File: config.mk
export PLATFORM = sky130hd
export DESIGN_NAME = apb_slave_mem_flat
export DESIGN_NICKNAME = d
export VERILOG_FILES = /design/src/rtl/apb_pkg.sv /design/src/rtl/apb_slave_mem_if.sv /design/src/rtl/apb_slave_fsm.sv /design/src/rtl/apb_slave_mem.sv /design/src/flat_wrapper.sv
export SDC_FILE = /design/constraint.sdc
export NUM_CORES = 1
export LEC_CHECK = 0
export CELL_PAD_IN_SITES_DETAIL_PLACEMENT = 1
export CELL_PAD_IN_SITES_GLOBAL_PLACEMENT = 1
export CORE_ASPECT_RATIO = 0.6
export CORE_MARGIN = 2
export CORE_UTILIZATION = 35
export DETAILED_ROUTE_END_ITERATION = 6
export GPL_TIMING_DRIVEN = 0
export PLACE_DENSITY = 0.63
export SETUP_SLACK_MARGIN = 0.02
export SYNTH_ARGS = -nofsm -noshare
export SYNTH_HDL_FRONTEND = slang
export SYNTH_HIERARCHICAL = 1
export SYNTH_SLANG_ARGS = --single-unit
File: constraint.sdc
create_clock -name HCLK -period 3.7 [get_ports HCLK]
set_input_delay 0.74 -clock HCLK [delete_from_list [all_inputs] [get_ports HCLK]]
set_output_delay 0.74 -clock HCLK [all_outputs]
set_load 0.01 [all_outputs]
File: src/rtl/apb_pkg.sv
// Shared encodings for the APB slave memory: FSM state codes and wait-counter width.
package apb_pkg;

    localparam int CNT_W = 4;
    typedef logic [CNT_W-1:0] cnt_t;

    localparam logic [1:0] ST_IDLE   = 2'b00;
    localparam logic [1:0] ST_SETUP  = 2'b01;
    localparam logic [1:0] ST_ACCESS = 2'b10;

endpackage

File: src/rtl/apb_slave_mem_if.sv
// APB completer-side bus bundle; signal names follow the AMBA APB naming.
interface apb_slave_mem_if;

    logic        PSEL;
    logic        PENABLE;
    logic        PWRITE;
    logic [31:0] PADDR;
    logic [31:0] PWDATA;
    logic [31:0] PRDATA;
    logic        PREADY;
    logic        PSLVERR;

    modport slave (
        input  PSEL, PENABLE, PWRITE, PADDR, PWDATA,
        output PRDATA, PREADY, PSLVERR
    );

    modport master (
        output PSEL, PENABLE, PWRITE, PADDR, PWDATA,
        input  PRDATA, PREADY, PSLVERR
    );

endinterface

File: src/rtl/apb_slave_fsm.sv
// Transfer sequencer for the APB slave: IDLE/SETUP/ACCESS plus the wait-state down-counter.
//
// state  | meaning
// IDLE   | no transfer; waits for PSEL=1 with PENABLE=0
// SETUP  | address phase seen; next edge latches the request and loads the wait count
// ACCESS | counting down wait states; PREADY once the count reaches zero
module apb_slave_fsm
    import apb_pkg::*;
#(
    parameter int WAIT_CYCLES = 1
) (
    input  logic       HCLK,
    input  logic       HRESETn,
    input  logic       psel,
    input  logic       penable,
    output logic [1:0] state,
    output logic       pready
);

    cnt_t       cnt;
    logic [1:0] state_nxt;

    assign pready = (state == ST_ACCESS) && (cnt == '0);

    always_comb begin
        state_nxt = state;
        case (state)
            ST_IDLE:   if (psel && !penable) state_nxt = ST_SETUP;
            ST_SETUP:  state_nxt = ST_ACCESS;
            ST_ACCESS: begin
                // A deselect before completion abandons the transfer.
                if (pready)     state_nxt = (psel && !penable) ? ST_SETUP : ST_IDLE;
                else if (!psel) state_nxt = ST_IDLE;
            end
            default:   state_nxt = ST_IDLE;
        endcase
    end

    always_ff @(posedge HCLK or negedge HRESETn) begin
        if (!HRESETn) begin
            state <= ST_IDLE;
            cnt   <= '0;
        end else begin
            state <= state_nxt;
            if (state == ST_SETUP)
                cnt <= cnt_t'(WAIT_CYCLES);
            else if (state == ST_ACCESS && cnt != '0)
                cnt <= cnt - cnt_t'(1);
        end
    end

endmodule

File: src/rtl/apb_slave_mem.sv
// APB register-file slave: NUM_REGS x 32-bit words with WAIT_CYCLES wait states per access.
// Optional macro APB_SLVERR_EN flags unaligned (PADDR[1:0] != 0) accesses via PSLVERR.
module apb_slave_mem
    import apb_pkg::*;
#(
    parameter int WAIT_CYCLES = 1,
    parameter int NUM_REGS    = 16
) (
    input  logic                  HCLK,
    input  logic                  HRESETn,
    apb_slave_mem_if.slave        bus
);

    localparam int IDX_W = $clog2(NUM_REGS);

    logic [1:0]       state;
    logic             ready;
    logic [IDX_W-1:0] idx_in;
    logic [IDX_W-1:0] idx_q;
    logic             write_q;
    logic [31:0]      wdata_q;
    logic [31:0]      rdata_q;
    logic [31:0]      regs [NUM_REGS];
    logic             addr_err;
    logic             setup_err;
    logic             unused_addr;

    apb_slave_fsm #(.WAIT_CYCLES(WAIT_CYCLES)) u_fsm (
        .HCLK    (HCLK),
        .HRESETn (HRESETn),
        .psel    (bus.PSEL),
        .penable (bus.PENABLE),
        .state   (state),
        .pready  (ready)
    );

    // Upper address bits are dropped so the register file aliases every NUM_REGS*4 bytes.
    assign idx_in      = bus.PADDR[IDX_W+1:2];
    assign unused_addr = ^bus.PADDR;

`ifdef APB_SLVERR_EN
    logic [1:0] lo_q;

    always_ff @(posedge HCLK or negedge HRESETn) begin
        if (!HRESETn)
            lo_q <= 2'b00;
        else if (state == ST_SETUP)
            lo_q <= bus.PADDR[1:0];
    end

    assign addr_err  = (lo_q != 2'b00);
    assign setup_err = (bus.PADDR[1:0] != 2'b00);
`else
    assign addr_err  = 1'b0;
    assign setup_err = 1'b0;
`endif

    assign bus.PREADY  = ready;
    assign bus.PSLVERR = ready & addr_err;
    assign bus.PRDATA  = rdata_q;

    always_ff @(posedge HCLK or negedge HRESETn) begin
        if (!HRESETn) begin
            idx_q   <= '0;
            write_q <= 1'b0;
            wdata_q <= '0;
            rdata_q <= '0;
        end else if (state == ST_SETUP) begin
            idx_q   <= idx_in;
            write_q <= bus.PWRITE;
            wdata_q <= bus.PWDATA;
            if (!bus.PWRITE)
                rdata_q <= setup_err ? 32'h0 : regs[idx_in];
        end
    end

    always_ff @(posedge HCLK or negedge HRESETn) begin
        if (!HRESETn) begin
            for (int i = 0; i < NUM_REGS; i++)
                regs[i] <= '0;
        end else if (ready && write_q && !addr_err) begin
            regs[idx_q] <= wdata_q;
        end
    end

endmodule
File: src/flat_wrapper.sv
// flat-port wrapper written by rule: the top's interface ports become plain ports
module apb_slave_mem_flat import apb_pkg::*;
#(
    parameter int WAIT_CYCLES = 1,
    parameter int NUM_REGS    = 16
)
  (HCLK, HRESETn, bus_PSEL, bus_PENABLE, bus_PWRITE, bus_PADDR, bus_PWDATA, bus_PRDATA, bus_PREADY, bus_PSLVERR);
  apb_slave_mem_if bus_i ();
  input  logic HCLK;
  input  logic HRESETn;
  input wire logic [$bits(bus_i.PSEL)-1:0] bus_PSEL;
  input wire logic [$bits(bus_i.PENABLE)-1:0] bus_PENABLE;
  input wire logic [$bits(bus_i.PWRITE)-1:0] bus_PWRITE;
  input wire logic [$bits(bus_i.PADDR)-1:0] bus_PADDR;
  input wire logic [$bits(bus_i.PWDATA)-1:0] bus_PWDATA;
  output wire logic [$bits(bus_i.PRDATA)-1:0] bus_PRDATA;
  output wire logic [$bits(bus_i.PREADY)-1:0] bus_PREADY;
  output wire logic [$bits(bus_i.PSLVERR)-1:0] bus_PSLVERR;
  assign bus_i.PSEL = bus_PSEL;
  assign bus_i.PENABLE = bus_PENABLE;
  assign bus_i.PWRITE = bus_PWRITE;
  assign bus_i.PADDR = bus_PADDR;
  assign bus_i.PWDATA = bus_PWDATA;
  assign bus_PRDATA = bus_i.PRDATA;
  assign bus_PREADY = bus_i.PREADY;
  assign bus_PSLVERR = bus_i.PSLVERR;
  apb_slave_mem #(.WAIT_CYCLES(WAIT_CYCLES), .NUM_REGS(NUM_REGS)) u_core (.HCLK(HCLK), .HRESETn(HRESETn), .bus(bus_i));
endmodule
==> reports/qor.yml, run 1 <==
outcome: "completed"
clock-root-buffer: "clkbuf_16"
layout_commonest_cell: "dfrtp_1"
finalNonFillerCells: 2783
routed_via_density: 5.40
worst_ir_drop_vdd_uv: 361
fill_cells: 7299
ctsHoldBuffers: 0
die_area_um2: 76800
grt_setup_unrepaired: "no"
dr.pass1.iters: 5
groute.usage.overall_pct: 20.4
crit_path_max_fanout: 6
crit_slowest_cell: "clkdlybuf4s50_1"
multiInputGateArea_um2: 10700
cts_buffers: 56
portBuffers: 70
first_global_vias: 16500
antenna_found_initial: 2
syn_nets: 1691
cts-resized-gates: 0
cpLargestDelayFamily: "buffers and inverters"
finalSetupViolCount: 0
worstSkewPairLatency_ns: 0.60
worstPathArrival_ns: 2.68
finalCritPeriodShare_pct: 92.4
rows: 77
path_class: "register to primary output"
yosysWarnings: 6
worstMarginPinSlew_ns: 1.37
synth_seq_area_share_pct: 56.3
nets: 1824
cp-end-kind: "primary output"
wire_per_inst_um: 27.6
drt_iter0_markers: 866
clockBufferDepth: 3
place_congestion: 0.799
drc: 0
place_ws_ns: 0.302
ant_nets: 0
synthArstFlopShare_pct: 100
syn_area_per_cell_um2: 16.1
path_clk_slew_ns: 0.06
cpPeakStageDelay_ns: 0.63
htree_num_levels: 2
power_density_nw_per_um2: 597
finalHoldViolCount: 0
num_vias: 15000
path_cells: "inv_1, ha_1, nor3b_2, and2_1, clkdlybuf4s50_1"
die_y_um: 215
fin_ws_ns: 0.279
synth_seq_cells: 587
worstHoldPathType: "primary input to async pin"
syn_to_final_growth_pct: 15.0
critPathRequiredTime_ns: 2.96
grt_pass1_wl_mm: 115
worstSetupStartpointType: "register"
ios: 103
regArea_um2: 14700
ys_types: 37
dp_cells: 2683
whs_ns: 0.126
drive_gt1_share_pct: 46.9
final_util_pct: 40.7
maxCapViolCount: 0
grt_max_degree: 119
cts.sinks: 587
core_area_um2: 73700
drv_slew: 0
overflow: 0
skew_ns: 0.0144
final_cell_mix: "587 x dfrtp_1, 509 x mux2_2, 128 x mux4_2"
initial_core_util_pct: 35.4
die_w_um: 356
finalWirelength_mm: 76.8
period_minus_slack_ns: 3.42
setup_tns_ns: 0
synthCells: 1621
relSlewSlack_pct: 8.84
synth-edff-count: 0
fmax_ghz: 0.292
post_cts_buffers: 0
synth_area_um2: 26100
p_leak_nw: 14.5
ys.flop_type: "dfrtp_1"
cts_tree: "done"
crit_buf_inv: 2
dp_hpwl_mm: 49.8
==> final timing paths <==
path | to | slack (ns) | cells after the start | from
worst max-delay path | bus_PREADY | 0.28 | 5 | u_core/u_fsm/cnt[0]
min in group HCLK | u_core/regs[390] | 0.49 | 1 | u_core/regs[390]
worst max register to register | u_core/regs[318] | 0.35 | 8 | u_core/u_fsm/cnt[0]
max in group asynchronous | u_core/bus.PRDATA[2] | 1.89 | 3 | HRESETn
worst min register to register | u_core/regs[390] | 0.49 | 1 | u_core/regs[390]
worst min-delay path | u_core/regs[503] | 0.13 | 1 | HRESETn
==> cell usage after synthesis (3+ instances only) <==
cell      instances  area (um2)
dfrtp_1         587       14700
mux2_2          509        5730
mux4_2          128        2880
nor2_1           72         270
mux2i_1          63         631
buf_2            62         310
clkbuf_1         49         184
a211o_1          31         272
mux2_4           30         450
buf_6            10         113
mux2_1           10         113
nand2b_1          9        56.3
buf_1             8        30.0
nand2_1           7        26.3
buf_4             6        45.0
inv_1             6        22.5
nor2b_1           4        25.0
o22ai_1           4        25.0
a31oi_1           3        18.8
==> flip-flops by register name, summed over array words and instances (netlist names) <==
register	count
u_core/u_fsm/state	2
u_core/idx_q	4
u_core/u_fsm/cnt	4
u_core/bus.PRDATA	32
u_core/write_q	1
u_core/wdata_q	32
u_core/regs	512
==> layout make-up <==
class,count,share of cell area (%)
flip-flops and latches,587,49.0
multi-input cells,893,35.7
clock buffers,85,5.57
well taps,987,4.12
repair buffers,75,2.81
plain buffers,135,2.28
clock inverters,14,0.492
inverters,6,0.0751
diodes,1,0.00834
==> kinds of logic (layout without fill, tap and decap cells) <==
logic type,after synthesis,in the layout,synth area share (%)
simple gates,107,107,1.88
flops,587,587,56.3
other cells,1,2,0.0144
fa+ha+maj,1,1,0.0480
buf+inv,141,315,2.70
compound gates,44,44,1.45
mux,740,740,37.6
==> routing by layer <==
| metal | vias up | wire [um] | global-route usage [%] |
|---|---|---|---|
| met5 | - | 115 | 0.938 |
| met4 | 4 | 1200 | 3.57 |
| met3 | 97 | 3620 | 3.46 |
| met2 | 282 | 34200 | 31.1 |
| met1 | 8384 | 37600 | 30.7 |
| li1 | 6257 | - | - |
==> where the power goes <==
| group | internal, W | switching [W] | total, W |
|---|---|---|---|
| clock | 0.00330 | 0.00248 | 0.00578 |
| combinational | 0.00178 | 0.00156 | 0.00334 |
| sequential | 0.00768 | 0.00110 | 0.00877 |
==> per-stage QoR <==
stage	power [W]	cell area, um2
after detailed placement	0.0122	28200
final	0.0179	30000
after CTS	0.0181	30000
after global routing	0.0188	30000
after floorplan	0.0108	26100
after global placement	0.0120	28000
Note: power is estimated with default switching activity, not from simulation.
==> run 2: changes to the inputs <==
CORE_ASPECT_RATIO = 2   (was 0.6)
SLEW_MARGIN = 40   (was unset)
==> run 2 against run 1 <==
  * Power up 1.1%
  * Global-route usage up 0.47 points
  * Clock-buffer cell count down 9
  * Clock skew up 0.0076 ns
  * Die area about the same
  * Routed wire length up 1.7%
  * Combinational power about the same
==> reports/qor.yml, run 2 (synthesized netlist as in run 1, its figures left out) <==
outcome: "completed"
rows: 141  # +83%
grt_max_degree: 77  # -35%
p_switching_w: 0.00527  # +2.5%
finalNonFillerCells: 2729  # -1.9%
relSlewSlack_pct: 50.1  # +41 points
crit_buf_inv: 2  # unchanged
cts_tree: "done"
wl_met2_mm: 42.7  # +25%
drive_gt1_share_pct: 48.2  # +1.3 points
die_area_um2: 76900  # about the same
worstHoldPathType: "register to register"
pwr-share-comb_pct: 18.5  # -0.2 points
seqPwrFrac_pct: 48.5  # -0.5 points
place_ws_ns: 0.199  # -0.103 ns
period_minus_slack_ns: 3.51  # +0.0870 ns
drt_iter0_markers: 856  # -1.2%
initial_core_util_pct: 35.3  # -0.10 points
finalCritPeriodShare_pct: 94.8  # +2.4 points
overflow: 0  # unchanged
wl_met3_mm: 2.50  # -31%
dr.pass1.iters: 4  # -1
die_w_um: 197  # -45%
p_int_w: 0.0128  # +0.48%
ios: 103  # unchanged
wire_per_inst_um: 28.6  # +3.7%
p_total_w: 0.0181  # +1.1%
layout_commonest_cell: "dfrtp_1"
setup_tns_ns: 0  # unchanged
worstMarginPinSlew_ns: 0.749  # -0.618 ns
path_cells: "inv_1, ha_1, nor3b_1, and2_1, clkdlybuf4s50_1"
top_layer: "met4"
crit_slowest_cell: "clkdlybuf4s50_1"
drv_slew: 0  # unchanged
place_congestion: 0.790  # -1.0%
syn_to_final_growth_pct: 15.3
cts.sinks: 587  # unchanged
largest_register: "u_core/regs"
nets: 1826  # +0.11%
worstPathArrival_ns: 2.77  # +0.09 ns
met1_length_mm: 29.5  # -22%
fmax_ghz: 0.285  # -2.5%
clock-root-buffer: "clkbuf_16"
crit_path_max_fanout: 6  # unchanged
finalWirelength_mm: 78.2  # +1.7%
first_global_vias: 17300  # +4.6%
skew_ns: 0.0220  # +0.00758 ns
drc: 0  # unchanged
cpPeakStageDelay_ns: 0.61  # -0.02 ns
htree_num_levels: 2  # unchanged
diodes: 0  # -1
grt_setup_unrepaired: "no"
finalSetupViolCount: 0  # unchanged
dp_cells: 2628  # -2.0%
die_y_um: 390  # +81%
worstSkewPairLatency_ns: 0.63  # +0.03 ns
grt_pass1_wl_mm: 116  # +0.90%
placed_area_um2: 28200  # +0.13%
p_sw_share_pct: 29.1  # +0.42 points
cpLargestDelayFamily: "simple AND/OR/NAND/NOR gates"
clockPowerShare_pct: 33.0  # +0.7 points
largest_register_ffs: 512  # unchanged
portBuffers: 70  # unchanged
power_density_nw_per_um2: 601  # +0.79%
design_area_um2: 30100  # +0.28%
final_cell_mix: "587 x dfrtp_1, 509 x mux2_2, 128 x mux4_2"
cts_buffers: 54  # -3.6%
routed_via_density: 5.43  # +0.61%
p_leak_nw: 14.6  # +0.74%
maxCapViolCount: 0  # unchanged
cp-end-kind: "primary output"
finalHoldViolCount: 0  # unchanged
dp_hpwl_mm: 52.6  # +5.7%
worst_ir_drop_vdd_uv: 446  # +24%
worstSetupStartpointType: "register"
antenna_found_initial: 0  # -2
num_vias: 14800  # -1.3%
critPathRequiredTime_ns: 2.96  # about the same
path_class: "register to primary output"
clockBufferDepth: 3  # unchanged
core_area_um2: 73900  # +0.30%
path_clk_slew_ns: 0.07  # about the same
groute.usage.overall_pct: 20.9  # +0.47 points
fin_ws_ns: 0.192  # -0.0870 ns
ant_nets: 0  # unchanged
run 2: stage by stage:
step           hold WS (ns)  utilization (%)
6_report              0.488             40.7
5_1_grt               0.511             40.7
4_1_cts               0.491             40.7
3_5_place_dp          0.477             38.2
3_3_place_gp          0.463             37.8
2_1_floorplan         0.444                -
run 2: final cells by class:
class / count / area, um2
clock buffer: 76 / 1540
sequential: 587 / 14700
fill: 7236 / 43800
timing repair buffer: 79 / 936
clock inverter: 24 / 320
multi-input combinational: 893 / 10700
inverter: 6 / 22.5
tap: 929 / 1160
buffer: 135 / 708
run 2: power groups by stage:
stage	Clock [W]	Combinational (W)	Sequential, W
final	0.00596	0.00335	0.00877
after global routing	0.00636	0.00364	0.00894
after CTS	0.00613	0.00342	0.00876
after detailed placement	0	0.00340	0.00887
after global placement	0	0.00321	0.00879
after floorplan	0	0.00235	0.00840
run 2: timing repair:
item | CTS | global route
setup buffers | 0 | 0
resized for setup | 0 | 0
hold buffers | 1 | 0
hold endpoints to repair | 23 | 0
run 2: path summary, 6_finish.rpt:
kind | start | endpoint | slack, ns | cells past startpoint
worst max register to register | u_core/u_fsm/cnt[0] | u_core/regs[286] | 0.25 | 8
max in group asynchronous | HRESETn | u_core/regs[84] | 1.16 | 6
worst max-delay path | u_core/u_fsm/cnt[0] | bus_PREADY | 0.19 | 5
worst min register to register | u_core/regs[389] | u_core/regs[389] | 0.49 | 1
worst min-delay path | u_core/regs[389] | u_core/regs[389] | 0.49 | 1
min in group asynchronous | HRESETn | u_core/regs[4] | 0.58 | 2
run 2: per-layer routing:
layer  GRT usage (%)  up-vias
met5               0        -
met4            8.71        0
met3            2.32      148
met2            39.1      291
met1            23.9     8148
li1                -     6235
==> patch 1: new RTL, config.mk and constraints of run 1 <==
`CNT_W`: 4 -> 6.
--- a/src/rtl/apb_pkg.sv
+++ b/src/rtl/apb_pkg.sv
@@ -2,5 +2,5 @@
 package apb_pkg;
 
-    localparam int CNT_W = 4;
+    localparam int CNT_W = 6;
     typedef logic [CNT_W-1:0] cnt_t;
 
Behaviour: same outputs for any inputs over 4 cycles, from zero or initial values and one cycle with HRESETn low; that may be too few to reach the edited logic, so the function may still have changed.
==> patch 1 against run 1 <==
- utilization grew 0.43 points
- sequential cell count grew 2
- first-iteration DRC count grew 3.0%
- power grew 3.1%
- critical path depth grew 1
- routed wire length grew 0.37%
- hold slack lost 78 ps
- design area grew 1.5%
- worst setup slack lost 65 ps
- area after synthesis grew 0.71%
- critical endpoint unchanged
==> patch 1: results (changes against run 1) <==
.. list-table::
   :header-rows: 1

   * - Metric
     - Value
   * - Net count after synthesis
     - 1707 (+0.95%)
   * - Initial drt markers
     - 892 (+3.0%)
   * - Initial antenna violation count
     - 0 (-2)
   * - Maximum number of pins on one net before global-route repair
     - 124 (+4.2%)
   * - Clock buffer count from CTS
     - 57 (+1.8%)
   * - Post-route clock period utilization
     - 94.2% (+1.7 points)
   * - Setup clock skew after layout
     - 16.6 ps (+2.14 ps)
   * - Share of post-route cells with drive strength above 1
     - 47.5% (+0.62 points)
   * - Final-stage net count
     - 1842 (+0.99%)
   * - Peak supply drop
     - 0.000387 V (+7.2%)
   * - Number of detailed-route iterations in the first pass
     - 4 (-1)
   * - Antenna Diode Count
     - 0 (-1)
   * - Complex-gate fraction of the synthesized area
     - 1.56% (+0.10 points)
   * - Wire length per cell
     - 27.5 microns (-0.48%)
   * - HPWL after detailed placement
     - 50.0 mm (+0.44%)
   * - Worst Tran Pin Value
     - 1450 ps (+81.5 ps)
   * - Most common library cells after synthesis
     - 589 x sky130_fd_sc_hd__dfrtp_1, 509 x sky130_fd_sc_hd__mux2_2, 128 x sky130_fd_sc_hd__mux4_2, 77 x sky130_fd_sc_hd__nor2_1, 63 x sky130_fd_sc_hd__mux2i_1
   * - Sequential share of the synthesized area
     - 56.1% (-0.20 points)
   * - Synth area leaders
     - sky130_fd_sc_hd__dfrtp_1 56%, sky130_fd_sc_hd__mux2_2 22%, sky130_fd_sc_hd__mux4_2 11%, sky130_fd_sc_hd__mux2i_1 2.4%, sky130_fd_sc_hd__mux2_4 1.7%
   * - Ratio of routed vias to standard cells
     - 5.37 (-0.56%)
   * - Vias in the first global route
     - 16.6k (+0.58%)
   * - End of the worst register-to-register path
     - u_core/regs[281]
   * - # resized after CTS
     - 2 (+2)
   * - Post-place setup slack
     - -123 ps (-425 ps)
   * - RePlAce Congestion
     - 0.781 (-2.2%)
   * - CP Max Fanout
     - 5 (-1)
   * - Placed cells
     - 2699 (+0.60%)
   * - Result of the run
     - finished, final reports clean
   * - Worst hold margin
     - 48.5 ps (-77.6 ps)
   * - Adder-cell share of the synthesized area
     - 0.0952% (+0.047 points)
   * - Number of cells on the worst reg-to-reg path
     - 9 (+1)
   * - Internal reg-to-reg setup slack
     - 220 ps (-130 ps)
   * - Avg Synthesized Cell Area
     - 16.1 sq um (-0.22%)
   * - Library cells used by synthesis
     - 48 (+30%)
   * - Standard cell area after detailed placement
     - 28400 sq um (+0.75%)
   * - Arrival time worst endpoint
     - 2750 ps (+70 ps)
patch 1: cell count changes after synthesis, sizes merged, moves of 3 or more:
cell,run 1,this run
nor2b,4,1
a31oi,3,0
nor2,72,77
inv,6,3
o22ai,4,0
patch 1: metal layers:
| metal | share of wire [%] | GRT usage, % | up-vias |
|---|---|---|---|
| li1 | - | - | 6302 |
| met5 | 0 | 0 | - |
| met2 | 44 | 30.4 | 300 |
| met1 | 49 | 31.0 | 8373 |
| met3 | 4.7 | 3.86 | 93 |
| met4 | 1.8 | 4.28 | 0 |
patch 1: area by class of cell:
cell class                      count  area, sq um
Sequential cell                   589        14700
Tap cell                          987         1230
Inverter                            3         11.3
Clock inverter                     23          319
Buffer                            137          701
Timing Repair Buffer               76          871
Multi-Input combinational cell    907        10800
Clock buffer                       85         1710
Fill cell                        7306        43600
patch 1: where the power goes:
group	internal, mW	switching (mW)	total [mW]
clock	3.75	2.62	6.37
combinational	1.76	1.61	3.37
sequential	7.64	1.05	8.70
total	13.2	5.28	18.4
==> patch 2: new RTL, config.mk and constraints of run 1 <==
Made on the original files. Register the output `bus.PSLVERR`; this adds one clock of latency there.
--- a/src/rtl/apb_slave_mem.sv
+++ b/src/rtl/apb_slave_mem.sv
@@ -57,5 +57,7 @@
 
     assign bus.PREADY  = ready;
-    assign bus.PSLVERR = ready & addr_err;
+    always_ff @(posedge HCLK) begin
+        bus.PSLVERR <= ready & addr_err;
+    end
     assign bus.PRDATA  = rdata_q;
 
Check against the original RTL: same outputs for any inputs over 4 cycles, from zero or initial values and one cycle with HRESETn low; that may be too few to reach the edited logic, so the function may still have changed.
==> patch 2 against run 1 <==
- utilization about the same
- maximum frequency decreased by 1.2%
- routed wire length fell by 1.5%
- worst setup slack worse by 43 ps
- via count decreased by 1.2%
- cell count about the same
- power increased by 0.70%
- area after synthesis decreased by 0.58%
- register-to-register slack worse by 40 ps
- design area down 0.32%
- sequential cell count is the same
- largest cell class unchanged
- highest routed layer is now met4
==> patch 2: results (changes against run 1) <==
.. list-table::
   :header-rows: 1

   * - Metric
     - Value
   * - Result of the run
     - finished, final reports clean
   * - Clock latency at the later pin of the worst-skew pair
     - 640 ps (+40 ps)
   * - Peak supply drop
     - 0.000422 V (+17%)
   * - Fillcell total
     - 7308 (+0.12%)
   * - Leakage component of the power
     - 14.4 nW (-0.59%)
   * - Antenna Diode Count
     - 0 (-1)
   * - Synth area leaders
     - sky130_fd_sc_hd__dfrtp_1 57%, sky130_fd_sc_hd__mux2_2 23%, sky130_fd_sc_hd__mux4_2 11%, sky130_fd_sc_hd__mux2i_1 2.4%, sky130_fd_sc_hd__buf_2 1.1%
   * - Maximum number of pins on one net before global-route repair
     - 126 (+5.9%)
   * - Library cells used by synthesis
     - 36 (-2.7%)
   * - Share of post-route cells with drive strength above 1
     - 46.6% (-0.28 points)
   * - Number of detailed-route iterations in the first pass
     - 4 (-1)
   * - Sequential share of the synthesized area
     - 56.6% (+0.33 points)
   * - Arrival time worst endpoint
     - 2720 ps (+40 ps)
   * - Vias
     - 14.8k (-1.2%)
   * - Most common library cells after synthesis
     - 587 x sky130_fd_sc_hd__dfrtp_1, 531 x sky130_fd_sc_hd__mux2_2, 128 x sky130_fd_sc_hd__mux4_2, 72 x sky130_fd_sc_hd__nor2_1, 63 x sky130_fd_sc_hd__mux2i_1
   * - HPWL after detailed placement
     - 49.4 mm (-0.92%)
   * - Initial drt markers
     - 851 (-1.7%)
   * - RePlAce Congestion
     - 0.790 (-1.1%)
   * - Initial antenna violation count
     - 0 (-2)
   * - Met1 wire length
     - 37.2 mm (-1.2%)
   * - Routed wire length on met2
     - 33.6 mm (-1.9%)
   * - Uppermost signal routing layer after detailed routing
     - met4
   * - Met3 WL post-DR
     - 3.55 mm (-1.8%)
   * - Slew Limit Headroom
     - 13.3% (+4.4 points)
   * - First-pass GRT wire length
     - 113 mm (-1.8%)
patch 2: power by group through the flow:
stage	logic, mW	registers, mW	clock network, mW
6_report	3.28	8.76	5.98
5_1_grt	3.57	8.94	6.42
4_1_cts	3.31	8.74	6.17
3_5_place_dp	3.30	8.85	0
3_3_place_gp	3.15	8.80	0
2_1_floorplan	2.29	8.40	0
patch 2: path summary, 6_finish.rpt:
kind                                       start  slack, ps  cells after the start                     to
setup / recovery             u_core/u_fsm/cnt[0]        240                      5             bus_PREADY
hold / removal                           HRESETn         70                      1  u_core/bus.PRDATA[23]
setup reg to reg             u_core/u_fsm/cnt[0]        310                      8       u_core/regs[310]
hold reg to reg            u_core/bus.PRDATA[23]        490                      1  u_core/bus.PRDATA[23]
max in group asynchronous                HRESETn       1510                      4       u_core/regs[292]
min in group HCLK          u_core/bus.PRDATA[23]        490                      1  u_core/bus.PRDATA[23]
patch 2: area by class of cell:
| class | instances | area (sq um) | area share (%) |
|---|---|---|---|
| Clock buffer | 78 | 1630 | 5.44 |
| Tap cell | 987 | 1230 | 4.13 |
| Clock inverter | 21 | 253 | 0.845 |
| Timing Repair Buffer | 75 | 843 | 2.82 |
| Inverter | 6 | 22.5 | 0.0753 |
| Multi-Input combinational cell | 893 | 10600 | 35.4 |
| Buffer | 135 | 648 | 2.17 |
| Sequential cell | 587 | 14700 | 49.1 |
patch 2: stage by stage:
| stage | setup slack, ps | cells | power, mW | cell area (sq um) |
|---|---|---|---|---|
| after floorplan | 1290 | 1621 | 10.7 | 25900 |
| final | 236 | 2782 | 18.0 | 29900 |
| after CTS | 63.0 | 2782 | 18.2 | 29900 |
| after global routing | 51.9 | 2782 | 18.9 | 29900 |
| after global placement | -24290 | 2678 | 11.9 | 27900 |
| after detailed placement | 96.4 | 2683 | 12.1 | 28000 |
patch 2: timing repair:
action / CTS / global route
hold buffers: 0 / 0
endpoints found under the setup margin: 0 / 31
resized for setup: 0 / 7
patch 2: kinds of logic after synthesis:
kind of cell	Yosys count	share of synthesized area, %
mux	740	37.4
simple gates	107	1.89
fa+ha+maj	1	0.0482
buf+inv	141	2.57
flops	587	56.6
other cells	1	0.0145
compound gates	44	1.46
patch 2: worst register-to-register path, cell delays in order (launching register included):
cell,delay (ps)
sky130_fd_sc_hd__dfrtp_1,450
sky130_fd_sc_hd__inv_1,90
sky130_fd_sc_hd__ha_1,230
sky130_fd_sc_hd__nor3b_1,360
sky130_fd_sc_hd__and2_2,370
sky130_fd_sc_hd__nand4b_1,220
sky130_fd_sc_hd__nor2_1,590
sky130_fd_sc_hd__buf_2,540
sky130_fd_sc_hd__mux2_2,400
patch 2: metal layers:
layer	GRT usage, %	up-vias
met5	0	-
li1	-	6252
met3	3.86	88
met2	30.3	268
met1	30.0	8240
met4	4.44	0
